$ cat config.mk
export PLATFORM = sky130hd
export DESIGN_NAME = sonic_ranger_multi
export DESIGN_NICKNAME = d
export VERILOG_FILES = /design/src/rtl/sonic_ranger_multi.sv
export SDC_FILE = /design/constraint.sdc
export NUM_CORES = 1
export LEC_CHECK = 0
export CAP_MARGIN = 20
export CORE_MARGIN = 2
export CORE_UTILIZATION = 55
export DETAILED_ROUTE_END_ITERATION = 10
export PLACE_DENSITY = 0.76
export SLEW_MARGIN = 30
export SYNTH_ARGS = -nofsm -noshare
export SYNTH_HDL_FRONTEND = slang
export SYNTH_SLANG_ARGS = --single-unit
$ cat constraint.sdc
create_clock -name clk -period 2.45 [get_ports clk]
set_clock_uncertainty 0.05 [all_clocks]
set_input_delay 0.49 -clock clk [delete_from_list [all_inputs] [get_ports clk]]
set_output_delay 0.49 -clock clk [all_outputs]
set_load 0.01 [all_outputs]
$ cat src/rtl/sonic_ranger_multi.sv
// Round-robin ultrasonic ranger: one HC-SR04-class sensor is triggered per slot. The echo width is
// timed in microsecond ticks, divided down to centimetres, and used to drive per-channel stop flags.
module sonic_ranger_multi #(
    parameter int CLK_HZ     = 100000000,
    parameter int N_CH       = 2,
    parameter int SLOT_MS    = 100,
    parameter int TRIG_US    = 10,
    parameter int TIMEOUT_US = 30000,
    parameter int DIST_W     = 10,
    parameter int STOP_CM    = 40,
    parameter int HYST_CM    = 5,
    localparam int CH_W      = (N_CH > 1) ? $clog2(N_CH) : 1
) (
    input  logic              clk,
    input  logic              rst,
    input  logic [N_CH-1:0]   echo,
    output logic [N_CH-1:0]   trig,
    output logic              dist_valid,
    output logic [CH_W-1:0]   dist_ch,
    output logic [DIST_W-1:0] dist_cm,
    output logic              dist_timeout,
    output logic [N_CH-1:0]   stop,
    output logic              stop_any
);

    localparam int PRE_N    = CLK_HZ / 1000000;
    localparam int PRE_W    = $clog2(PRE_N);
    localparam int SLOT_N   = SLOT_MS * 1000;
    localparam int SLOT_W   = $clog2(SLOT_N);
    localparam int CNT_W    = $clog2(TIMEOUT_US + 1);
    localparam int TRIG_W   = $clog2(TRIG_US + 1);
    localparam int DIST_MAX = (1 << DIST_W) - 1;

    localparam logic [PRE_W-1:0]  PRE_LAST  = PRE_W'(PRE_N - 1);
    localparam logic [SLOT_W-1:0] SLOT_LAST = SLOT_W'(SLOT_N - 1);
    localparam logic [TRIG_W-1:0] TRIG_LAST = TRIG_W'(TRIG_US - 1);
    localparam logic [CNT_W-1:0]  TO_CNT    = CNT_W'(TIMEOUT_US);
    localparam logic [CNT_W-1:0]  TO_LAST   = CNT_W'(TIMEOUT_US - 1);
    localparam logic [CNT_W-1:0]  CM_DIV    = CNT_W'(58);

    typedef enum logic [2:0] {IDLE, TRIG, WAIT_RISE, MEASURE, DIVIDE, DONE, GAP} state_t;

    state_t            state;
    logic [PRE_W-1:0]  pre;
    logic              tick;
    logic [SLOT_W-1:0] slot;
    logic              wrap;
    logic [CH_W-1:0]   ch;
    logic [CH_W-1:0]   next_ch;
    logic [TRIG_W-1:0] trig_cnt;
    logic [CNT_W-1:0]  cnt;
    logic [CNT_W-1:0]  rem;
    logic [CNT_W-1:0]  q;
    logic              to_flag;
    logic [N_CH-1:0]   sync1, sync2;
    logic              echo_act, rise, fall;
    logic [N_CH-1:0]   trig_sel;
    logic [DIST_W-1:0] res_cm;

    function automatic logic [DIST_W-1:0] sat_dist(input logic [CNT_W-1:0] v);
        if (32'(v) > DIST_MAX)
            return DIST_W'(DIST_MAX);
        return DIST_W'(v);
    endfunction

    assign tick     = (pre == PRE_LAST);
    assign wrap     = tick && (slot == SLOT_LAST);
    assign next_ch  = (ch == CH_W'(N_CH - 1)) ? '0 : ch + 1'b1;
    assign echo_act = sync1[ch];
    assign rise     = sync1[ch] & ~sync2[ch];
    assign fall     = ~sync1[ch] & sync2[ch];
    assign res_cm   = to_flag ? DIST_W'(DIST_MAX) : sat_dist(q);

    always_comb begin
        trig_sel = '0;
        for (int i = 0; i < N_CH; i++)
            trig_sel[i] = (ch == CH_W'(i));
    end

    always_ff @(posedge clk or posedge rst) begin
        if (rst) begin
            pre   <= '0;
            sync1 <= '0;
            sync2 <= '0;
        end else begin
            pre   <= tick ? '0 : pre + 1'b1;
            sync1 <= echo;
            sync2 <= sync1;
        end
    end

    always_ff @(posedge clk or posedge rst) begin
        if (rst) begin
            state        <= IDLE;
            slot         <= '0;
            ch           <= '0;
            trig         <= '0;
            trig_cnt     <= '0;
            cnt          <= '0;
            to_flag      <= 1'b0;
            dist_valid   <= 1'b0;
            dist_ch      <= '0;
            dist_cm      <= '0;
            dist_timeout <= 1'b0;
            stop         <= '0;
            stop_any     <= 1'b0;
        end else begin
            dist_valid <= 1'b0;
            stop_any   <= |stop;
            if (tick)
                slot <= wrap ? '0 : slot + 1'b1;
            // The slot boundary overrides every state so each channel gets exactly one slot.
            if (wrap) begin
                state <= IDLE;
                trig  <= '0;
                ch    <= next_ch;
            end else begin
                case (state)
                    IDLE: if (tick) begin
                        state    <= TRIG;
                        trig     <= trig_sel;
                        trig_cnt <= '0;
                    end
                    TRIG: if (tick) begin
                        if (trig_cnt == TRIG_LAST) begin
                            trig    <= '0;
                            cnt     <= '0;
                            to_flag <= 1'b0;
                            state   <= WAIT_RISE;
                        end else begin
                            trig_cnt <= trig_cnt + 1'b1;
                        end
                    end
                    WAIT_RISE: begin
                        if (rise) begin
                            cnt   <= '0;
                            state <= MEASURE;
                        end else if (tick) begin
                            if (cnt == TO_LAST) begin
                                to_flag <= 1'b1;
                                state   <= DONE;
                            end else begin
                                cnt <= cnt + 1'b1;
                            end
                        end
                    end
                    MEASURE: begin
                        // Checking the limit before the fall lets the timeout win a same-clk tie.
                        if (cnt == TO_CNT) begin
                            to_flag <= 1'b1;
                            state   <= DONE;
                        end else if (fall) begin
                            state <= DIVIDE;
                        end else if (tick && echo_act) begin
                            cnt <= cnt + 1'b1;
                        end
                    end
                    DIVIDE: if (rem < CM_DIV) state <= DONE;
                    DONE: begin
                        dist_valid   <= 1'b1;
                        dist_ch      <= ch;
                        dist_cm      <= res_cm;
                        dist_timeout <= to_flag;
                        if (!to_flag && 32'(res_cm) < STOP_CM)
                            stop[ch] <= 1'b1;
                        else if (to_flag || 32'(res_cm) >= STOP_CM + HYST_CM)
                            stop[ch] <= 1'b0;
                        state <= GAP;
                    end
                    default: ;
                endcase
            end
        end
    end

    // Restoring divider by 58 us/cm; the operand is reloaded every clk spent in MEASURE.
    always_ff @(posedge clk) begin
        if (state == MEASURE) begin
            rem <= cnt;
            q   <= '0;
        end else if (state == DIVIDE && rem >= CM_DIV) begin
            rem <= rem - CM_DIV;
            q   <= q + 1'b1;
        end
    end

endmodule

Word level (Yosys, flattened, before mapping)
Cells that the tools add are included.
Cells by class
  add/sub/neg operators: 7
  order comparisons: 7
  equality and inequality tests: 30
  muxes and demuxes: 55
  bitwise gates (word level): 9
  reductions and logical operators: 22
Operators by type and width (number)
  $mux W15: 10
  $pmux W15 S3: 1
  $add A15 B1 Y15 const B: 2
  $eq A15 B15 Y1 const B: 2
  $mux W10: 3
  $mux W3: 10
  $ne A2 B2 Y1 const B: 11
  $ne A3 B3 Y1 const B: 6
  $pmux W3 S6: 1
  $add A17 B1 Y17 const B: 1
  $eq A17 B17 Y1 const B: 1
  $mux W17: 1
  $reduce_and A8 Y1: 2
  $ge A15 B6 Y1 const B: 1
  $gt A15 B10 Y1 const B: 1
  $lt A15 B6 Y1 const B: 1
  $mux W1: 15
  $sub A15 B6 Y15 const B: 1
  $mux W2: 6
  $mux W4: 3
  $ne A4 B4 Y1 const B: 3
  $ge A10 B6 Y1 const B: 1
  $lt A10 B6 Y1 const B: 1
  $reduce_and A9 Y1: 1
  other kinds (32): 45
Word-level totals
  register bits after elaboration: 100
  bits of input ports: 4
  output and inout port bits: 18
  word-level logic and storage cells: 148

Longest topological paths before layout
Gate-level depths: netlist (run 1).
  depth in word-level cells: 8
  mapped depth: 9
  depth with buffers taken out: 9

Worst setup path after synthesis (run 1)
OpenSTA, ideal clock, no wires.
  path type: reg-to-reg
  start: register cnt[0]
  end: register state[1]
  setup time: 0.118 ns
  arrival: 2.119 ns
  path slack: 0.163 ns
  stages on the path, launching flop included: 9
  clock period less this slack: 2.287 ns
  path through: dfrtp_1 > inv_1 > ha_1 > or3b_2 > nor4_1 > nor4_1 > nor4_4 > o21ai_1 > a21o_1
Between the ends
  cells in the longest elaborated chain, start to end: 4
RTL lines
  from (decl): RTL line 51  | logic [CNT_W-1:0] cnt;
  from (signal assigned): RTL line 143  | cnt <= cnt + 1'b1;
  from (signal assigned): RTL line 155  | cnt <= cnt + 1'b1;
  $eq A15 B15 Y1: RTL line 149  | if (cnt == TO_CNT) begin
  $mux W3: RTL line 149
  $pmux W3 S6: RTL line 118  | case (state)
  $mux W3: RTL line 113  | if (wrap) begin
  to (signal assigned): RTL line 114  | state <= IDLE;
  to (signal assigned): RTL line 120  | state <= TRIG;
  to (signal assigned): RTL line 151  | state <= DONE;
  to (decl): RTL line 43  | state_t state;
Parallel ways exist; a longest one is shown, timed or not.
A chain may end at the register's enable or synchronous reset.

Final worst setup path (run 1)
  start: register trig_cnt[1]
  end: register cnt[6]
Between the ends
  cells in the longest elaborated chain, start to end: 3
RTL lines
  from (decl): RTL line 50  | logic [TRIG_W-1:0] trig_cnt;
  from (signal assigned): RTL line 131  | trig_cnt <= trig_cnt + 1'b1;
  $eq A4 B4 Y1: RTL line 125  | if (trig_cnt == TRIG_LAST) begin
  $ne A2 B2 Y1 (no line)
  $reduce_and A9 Y1 (no line)
No other way between the ends.

==> summary by stage, run 1 <==
Clocking
At the later pin of the worst-skew pair, clock insertion delay measures 370 ps. The number of hold buffers added after CTS is 0. The number of H-tree levels is 3. TritonCTS built the clock tree. For this design, the sink count on the clock tree is 100.

The buffer type at the clock tree root is sky130_fd_sc_hd__clkbuf_8. In this run, CTS created clock tree buffers numbering 9. The longest clock path from root to sink contains 2 buffers. After clock tree synthesis, the clock-pin slew on the worst setup and hold paths is 100 ps.

Synthesis
In the post-synthesis netlist, the biggest area contributors are sky130_fd_sc_hd__dfrtp_1 (34%), sky130_fd_sc_hd__edfxtp_1 (8.7%), sky130_fd_sc_hd__dfxtp_1 (5.8%), sky130_fd_sc_hd__nor2_1 (4.9%), sky130_fd_sc_hd__nand2_1 (4.7%). After synthesis, flip-flops and latches occupy 48.6% of the total area. The per-instance average area after synthesis is 9.52 sq um. In the post-synthesis netlist, the cell with the most instances is sky130_fd_sc_hd__dfrtp_1. The cell area after synthesis is 5150 sq um.

The number of enable-type register cells in the synthesized netlist is 15. The count of state elements after synthesis is 100. The number of standard cells after synthesis is 541.

By count the netlist is led by sky130_fd_sc_hd__dfrtp_1 (70), sky130_fd_sc_hd__nor2_1 (67), sky130_fd_sc_hd__nand2_1 (64), sky130_fd_sc_hd__o21ai_0 (29), sky130_fd_sc_hd__nand3_1 (27). For this run, the number of Yosys warnings is 0. The cell type contributing the most total cell area after synthesis is sky130_fd_sc_hd__dfrtp_1. Of all flip-flops after synthesis, the portion carrying an async set or reset was 70.0%. The share of synthesized area in the top cell type comes to 34.0%. Yosys mapped the design onto 65 distinct sky130hd cell types. For this run, the leading register cell type out of synthesis is sky130_fd_sc_hd__dfrtp_1. The net count after synthesis is 553.

Cells and area
Of the cells placed in the final design, the portion with a size suffix greater than 1 is 16.4%. The area growth from synthesis to final layout is 16.6%. The final net count is 611. Once layout is complete, the utilization of the core stands at 65.6%.

Excluding fillers, the count of instances in the completed layout stands at 715. 0 antenna diodes ended up in the layout. The post-route cell area is 6010 sq um.

Setup path
The worst register-to-register path begins at trig_cnt[1]. The type of element capturing the critical path is a flip-flop. The worst register-to-register path has a setup slack of 80 ps. STA classifies the critical path startpoint as a flip-flop. The worst path required time is 2710 ps. The critical path ends at cnt[6]. For the worst flop-to-flop path, the logic depth is 8. The startpoint of the most critical setup path is trig_cnt[1]. The maximum fanout count along the critical path is 6. The endpoint of the worst register-to-register path is cnt[6].

The arrival time of data at the critical path endpoint is 2630 ps. By startpoint and endpoint, the worst setup path is classified as reg2reg.

Routing
Once detail routing completed, the nets flagged for antenna violations numbered 0. The average routed wire per standard cell is 15.5 microns. The average via count per standard cell is 5.93.

The initial DRC count is 234. Before antenna repair, the detailed router went through 5 iterations. In the routed design, unresolved DRC markers number 0. The routed wire length is 11.0 mm. The routed layout has 4237 vias.

Status
The flow ran to the end, and the final reports show no timing, DRC or antenna violations.

Global routing
Global routing used 37.2% of the available met2 tracks. The initial antenna violation count is 0. For met3 alone, demand over resource in global routing was 3.47%. The overall overflow remaining after global route is 0.

Entering global routing, the biggest net connects 71 pins. The via count of the first global-routing pass is 3933. The layer flagged by global routing as most heavily used is met2. Global routing consumed, over all layers together, 22.5% of the routing resources. The first global-routing pass estimated 18.4 mm of wire. The met1 global-route usage is 30.7%.

Worst hold path
In this run the worst hold path is classified as reg2reg. In this run the most critical hold path is launched from pre[0].

Die
The number of top-level design ports is 22. The floorplan step set the die width to 101 microns. The floorplan step defined a die boundary enclosing 10200 sq um. The y dimension of the die is 101 microns. The number of placement rows is 35. For this configuration, the core starts out at a cell density of 56.3%. The placeable core area is 9150 sq um.

STA
The count of final setup violators is 0. Timing would allow up to 0.422 GHz. The relative slew slack is 60.5%.

The final critical path takes up 96.7% of the cycle. After layout, the minimum clock period comes to 2370 ps. At the pin with the least slew margin, the transition time is 588 ps. The max-slew violation count came to 0.

Setup repair after global routing could not meet its margin everywhere. The number of failing hold endpoints at the final stage is 0.

Placed design
In this run, placement finished with an instance count of 692. Port buffering added 21 buffers. The total placed instance area is 5700 sq um. The HPWL after detailed placement is 8.00 mm.

At the end of routability-driven placement, the weighted congestion stood at 0.887.

Power and ir drop
The peak supply drop is 0.000303 V. In this run the static leakage power is 0.00253 uW. For this design the ratio of total power to cell area is 457 nW/um^2.

Flow run
The tool flagged a number of max-cap violations equal to 0.
[area by class of cell]
| type | count | area (sq um) |
|---|---|---|
| tap | 111 | 139 |
| inverter | 13 | 48.8 |
| timing repair buffer | 62 | 531 |
| sequential | 100 | 2500 |
| fill | 722 | 3140 |
| clock inverter | 7 | 62.6 |
| multi-input combinational | 413 | 2600 |
| clock buffer | 9 | 124 |
[kinds of logic after synthesis]
group	count (synthesis)	synth area share [%]
adder cells (fa/ha/maj)	8	1.94
multiplexers	9	1.80
buffers and inverters	29	2.43
XOR/XNOR	39	6.63
AO/OA/AOI/OAI	95	11.5
AND/OR/NAND/NOR	261	27.1
flip-flops	100	48.6
[repair_timing]
item                                    4_1_cts  5_1_grt
endpoints found under the setup margin        2       49
cloned                                        0        1
buffers inserted                              0        6
resized for setup                             1       17
pin swaps                                     0        2
[critical path, cell delays in order (launching register included)]
cell and delay, ps:
sky130_fd_sc_hd__dfrtp_1 420, sky130_fd_sc_hd__inv_1 80, sky130_fd_sc_hd__ha_2 180, sky130_fd_sc_hd__nand4b_1 170
sky130_fd_sc_hd__o41ai_2 360, sky130_fd_sc_hd__a21boi_4 350, sky130_fd_sc_hd__nand3_4 150, sky130_fd_sc_hd__or4_4 440
sky130_fd_sc_hd__o21ai_2 110
[report_power, final]
part	switching, uW	leakage [uW]	internal (uW)
clock network	629	0.000100	397
registers	3.80	0.00123	1680
logic	25.5	0.00120	10.3
[layer usage]
layer	wire length (microns)	part of all wire, %
met1	5050	46
met3	424	3.8
met5	0	0
met4	148	1.3
met2	5430	49
[how the worst min path moves through the flow]
stage / end / cells after the start / slack [ps]
2_1_floorplan: sync2[0] / 0 / 350
3_3_place_gp: pre[0] / 1 / 390
3_5_place_dp: pre[0] / 1 / 400
4_1_cts: pre[0] / 1 / 420
5_1_grt: pre[0] / 1 / 430
6_report: pre[0] / 1 / 410
[placed cells by master, fill, tap and decap left out, types with 5 or more instances in the layout]
master                            netlist  routed
sky130_fd_sc_hd__dfrtp_1               70      70
sky130_fd_sc_hd__nor2_1                67      66
sky130_fd_sc_hd__nand2_1               64      63
sky130_fd_sc_hd__buf_4                  0      40
sky130_fd_sc_hd__o21ai_0               29      29
sky130_fd_sc_hd__nand3_1               27      27
sky130_fd_sc_hd__a21oi_1               26      26
sky130_fd_sc_hd__xnor2_1               23      23
sky130_fd_sc_hd__clkdlybuf4s50_1        0      21
sky130_fd_sc_hd__xor2_1                16      16
sky130_fd_sc_hd__dfxtp_1               15      15
sky130_fd_sc_hd__edfxtp_1              15      15
sky130_fd_sc_hd__inv_1                 13      12
sky130_fd_sc_hd__or2_2                 11      10
sky130_fd_sc_hd__nand4_1                9       9
sky130_fd_sc_hd__clkbuf_8               0       9
sky130_fd_sc_hd__nand2b_1               8       8
sky130_fd_sc_hd__mux2i_1                7       7
sky130_fd_sc_hd__ha_1                   8       7
sky130_fd_sc_hd__and3_1                 6       6
sky130_fd_sc_hd__and4_1                 7       6
sky130_fd_sc_hd__nor3_1                 8       6
sky130_fd_sc_hd__nand3b_1               5       5
sky130_fd_sc_hd__nor3_2                 3       5
sky130_fd_sc_hd__o211ai_1               5       5
sky130_fd_sc_hd__o41ai_1                5       5
sky130_fd_sc_hd__or3_1                  5       5
[sequential cells by signal (all words and copies together), names as in the netlist, 2 cells and up, named ones only]
| signal | count |
|---|---|
| rem | 15 |
| q | 15 |
| pre | 7 |
| dist_cm | 10 |
| cnt | 15 |
| sync2 | 2 |
| state | 3 |
| trig_cnt | 4 |
| slot | 17 |
| trig | 2 |
| sync1 | 2 |
[through the flow]
step	setup WS [ps]	setup TNS, ps	hold WS (ps)	power [uW]
2_1_floorplan	142	0	345	1740
3_3_place_gp	122	0	390	1750
3_5_place_dp	-11.8	-12.8	402	1750
4_1_cts	34.8	0	417	2760
5_1_grt	-39.3	-117	433	2830
6_report	79.8	0	411	2750
(Power assumes the default switching activity.)
==> run 2, diff against run 1 <==
--- a/config.mk
+++ b/config.mk
@@ -8,8 +8,10 @@
 export CAP_MARGIN = 20
 export CORE_MARGIN = 2
 export CORE_UTILIZATION = 55
+export CTS_BUF_LIST = sky130_fd_sc_hd__clkbuf_2
 export DETAILED_ROUTE_END_ITERATION = 10
 export PLACE_DENSITY = 0.76
+export SETUP_SLACK_MARGIN = 0.05
 export SLEW_MARGIN = 30
 export SYNTH_ARGS = -nofsm -noshare
 export SYNTH_HDL_FRONTEND = slang
==> run 2 against run 1 <==
Effect of this change: final cell count increased by 0.28%; via count decreased by 0.21%; non-clock buffer count increased by 2.
==> summary by stage, run 2 (synthesized netlist as in run 1, its figures left out) <==
Cells and area
The sequential cell area is 2500 sq um (about the same). The area occupied by multi-input gates was 2640 sq um (was 2600 sq um). The number of standard cells in the final layout excluding fillers is 717 (was 715).

Most frequent cells in the layout: sky130_fd_sc_hd__dfrtp_1 (68), sky130_fd_sc_hd__nor2_1 (66), sky130_fd_sc_hd__nand2_1 (63), sky130_fd_sc_hd__buf_4 (42), sky130_fd_sc_hd__o21ai_0 (28) (was sky130_fd_sc_hd__dfrtp_1 (70), sky130_fd_sc_hd__nor2_1 (66), sky130_fd_sc_hd__nand2_1 (63), sky130_fd_sc_hd__buf_4 (40), sky130_fd_sc_hd__o21ai_0 (29)). The fill cell instance count of the final layout is 733 (was 722). The register bank with the most flops is slot (unchanged). The area growth from synthesis to final layout is 16.1% (was 16.6%).

The most common library cell in the layout ignoring fill and taps is sky130_fd_sc_hd__dfrtp_1 (unchanged). The ratio of cells with drive above 1 in the final layout is 17.5% (was 16.4%). The number of flip-flops under the largest register name came to 17 (unchanged). The final net count is 613 (was 611). The total inserted antenna cells was 0 (unchanged).

STA
The final hold slack came to 204 ps (was 411 ps). The number of failing hold endpoints at the final stage came to 0 (unchanged). The post-route clock period utilization is 97.2% (was 96.7%).

The relative slew slack is 61.6% (was 60.5%). The actual slew at the worst max-slew pin is 572 ps (was 588 ps). RSZ-0062 raised after global routing: yes (unchanged). The max-slew violation count came to 0 (unchanged).

The maximum frequency from static timing analysis was 0.420 GHz (was 0.422 GHz). The count of final setup violators is 0 (unchanged). The final sum of negative setup slack is 0 ps (unchanged). The final period demand of the worst path is 2380 ps (was 2370 ps).

Placed design
The number of placed instances with taps included came to 692 (unchanged). The count of port buffers added during placement is 21 (unchanged). The last weighted congestion value of the routability-driven placer came to 0.887 (unchanged). The HPWL after detailed placement was 8.00 mm (unchanged).

Power and ir drop
The power density relative to cell area is 416 nW/um^2 (was 457 nW/um^2). The clock group share of total power is 30.6% (was 37.4%). The switching share of total power is 25.2% (was 24.0%). The proportion of power drawn by flip-flops and latches is 67.9% (was 61.3%). The switching power of the nets is 626 uW (was 659 uW). The static power due to leakage is 0.00251 uW (was 0.00253 uW). The internal power of the cells is 1860 uW (was 2090 uW).

The peak supply drop is 0.000263 V (was 0.000303 V). The combinational share of power is 1.4% (was 1.3%).

Global routing
The initial antenna violation count is 0 (unchanged). The overall overflow remaining after global route came to 0 (unchanged). The global router's overall resource usage is 22.5% (about the same). The maximum number of pins on one net before global-route repair is 71 (unchanged). The via count of the first global-routing pass is 3939 (was 3933). The wire length of the first global-routing pass is 18.3 mm (was 18.4 mm).

Setup path
The path type of the worst setup path is reg2reg (unchanged). The worst path required time is 2920 ps (was 2710 ps). The arrival time of data at the critical path endpoint is 2850 ps (was 2630 ps). The startpoint type of the worst setup path was a flip-flop (unchanged). The reg2reg setup slack is 70 ps (was 80 ps). The endpoint of the worst register-to-register path is cnt[7] (was cnt[6]). The type of element capturing the critical path is a flip-flop (unchanged). The startpoint of the most critical setup path is trig_cnt[1] (unchanged). The critical path endpoint is cnt[7] (was cnt[6]). The maximum fanout count along the critical path came to 4 (was 6).

The critical register-to-register path startpoint is trig_cnt[1] (unchanged). The length in cells of the worst reg-to-reg path came to 8 (unchanged).

Die
The starting utilization of the core area was 56.3% (unchanged). The floorplan die width is 101 microns (unchanged). The placeable core area was 9150 sq um (unchanged). The number of placement rows is 35 (unchanged). The area of the die came to 10200 sq um (unchanged). The y dimension of the die is 101 microns (unchanged). The number of top-level design ports is 22 (unchanged).

Routing
The routed wire length is 11.2 mm (was 11.0 mm). The number of search-and-repair iterations in the first detailed-routing pass is 4 (was 5). The number of design rule violations left after detail routing came to 0 (unchanged).

The initial DRC count is 222 (was 234). The vias after detailed routing is 4228 (was 4237). The average via count per standard cell is 5.90 (was 5.93). The number of nets with antenna violations after routing was 0 (unchanged). The average routed wire per standard cell is 15.6 microns (was 15.5 microns).

Status
Status: finished clean (unchanged).

Clocking
The largest buffer count on any clock path is 2 (unchanged). The number of buffers created by CTS came to 9 (unchanged). The clock latency on the worst-skew pair was 580 ps (was 370 ps). The number of hold buffers added after CTS was 0 (unchanged). The clock sink total is 100 (unchanged). The clock-pin slew on the worst setup and hold paths is 310 ps (was 100 ps). The number of H-tree levels is 3 (unchanged).

The CTS tree is yes (unchanged). The buffer type at the clock tree root is sky130_fd_sc_hd__clkbuf_2 (was sky130_fd_sc_hd__clkbuf_8).

Flow run
The number of max-capacitance violations reported is 0 (unchanged).

Worst hold path
The worst hold-check path type is in2async (was reg2reg).
[run 2: cell types whose count changed in the layout (fill, tap and decap cells not counted), moves of 2 or more]
cell	before	now
sky130_fd_sc_hd__clkbuf_2	0	9
sky130_fd_sc_hd__clkbuf_8	9	0
sky130_fd_sc_hd__buf_4	40	42
sky130_fd_sc_hd__dfrtp_1	70	68
sky130_fd_sc_hd__dfrtp_2	0	2
[run 2: area by class of cell]
| cell class | instances | share of cell area [%] |
|---|---|---|
| clock buffers | 9 | 0.753 |
| clock inverters | 7 | 1.05 |
| inverters | 13 | 0.816 |
| multi-input cells | 413 | 44.1 |
| flip-flops and latches | 100 | 41.9 |
| well taps | 111 | 2.32 |
| repair buffers | 64 | 9.12 |
[run 2: routing by layer]
| metal | vias up | wire, microns | GRT usage (%) |
|---|---|---|---|
| li1 | 2062 | - | - |
| met1 | 2041 | 4960 | 30.3 |
| met2 | 109 | 5570 | 37.3 |
| met3 | 16 | 460 | 3.95 |
| met4 | 0 | 191 | 6.32 |
| met5 | - | 0 | 0 |
[run 2: how the worst min path moves through the flow]
stage	startpoint	endpoint	slack, ps	cells past startpoint
final	rst	dist_cm[5]	200	3
after global routing	rst	asynchronous set/reset pin	190	3
after CTS	rst	dist_valid	190	3
after detailed placement	pre[0]	pre[0]	400	1
after global placement	pre[0]	pre[0]	390	1
after floorplan	sync1[0]	sync2[0]	350	0
[run 2: timing repair]
item                                    CTS  global route
endpoints found under the setup margin    9            52
pin swaps                                 0             6
gates resized for setup                   3            25
cloned                                    0             1
hold endpoints to repair                  0             0
setup buffers                             1             7
[run 2: worst max-delay path, stage by stage, from the launching register on]
cell                       delay (ps)
sky130_fd_sc_hd__dfrtp_1          470
sky130_fd_sc_hd__inv_1             80
sky130_fd_sc_hd__ha_2             180
sky130_fd_sc_hd__nand4b_1         170
sky130_fd_sc_hd__o41ai_2          350
sky130_fd_sc_hd__a21boi_4         340
sky130_fd_sc_hd__nand2_2          100
sky130_fd_sc_hd__or4_1            510
sky130_fd_sc_hd__nand3_1          100
[run 2: power by group through the flow]
stage	sequential [uW]	clock, uW	combinational [uW]
finish	1690	762	36.0
global route	1690	855	41.7
CTS	1690	789	38.0
detailed placement	1720	0	37.8
global placement	1720	0	37.2
floorplan	1720	0	21.1
[run 2: per-stage QoR]
step           util (%)  setup slack [ps]  total power, uW  area, sq um
2_1_floorplan         -               142             1740         5150
3_3_place_gp       62.3               122             1750         5700
3_5_place_dp       62.3             -11.8             1750         5700
4_1_cts            63.7              65.3             2520         5830
5_1_grt            65.4             -44.4             2590         5980
6_report           65.4              67.5             2490         5980
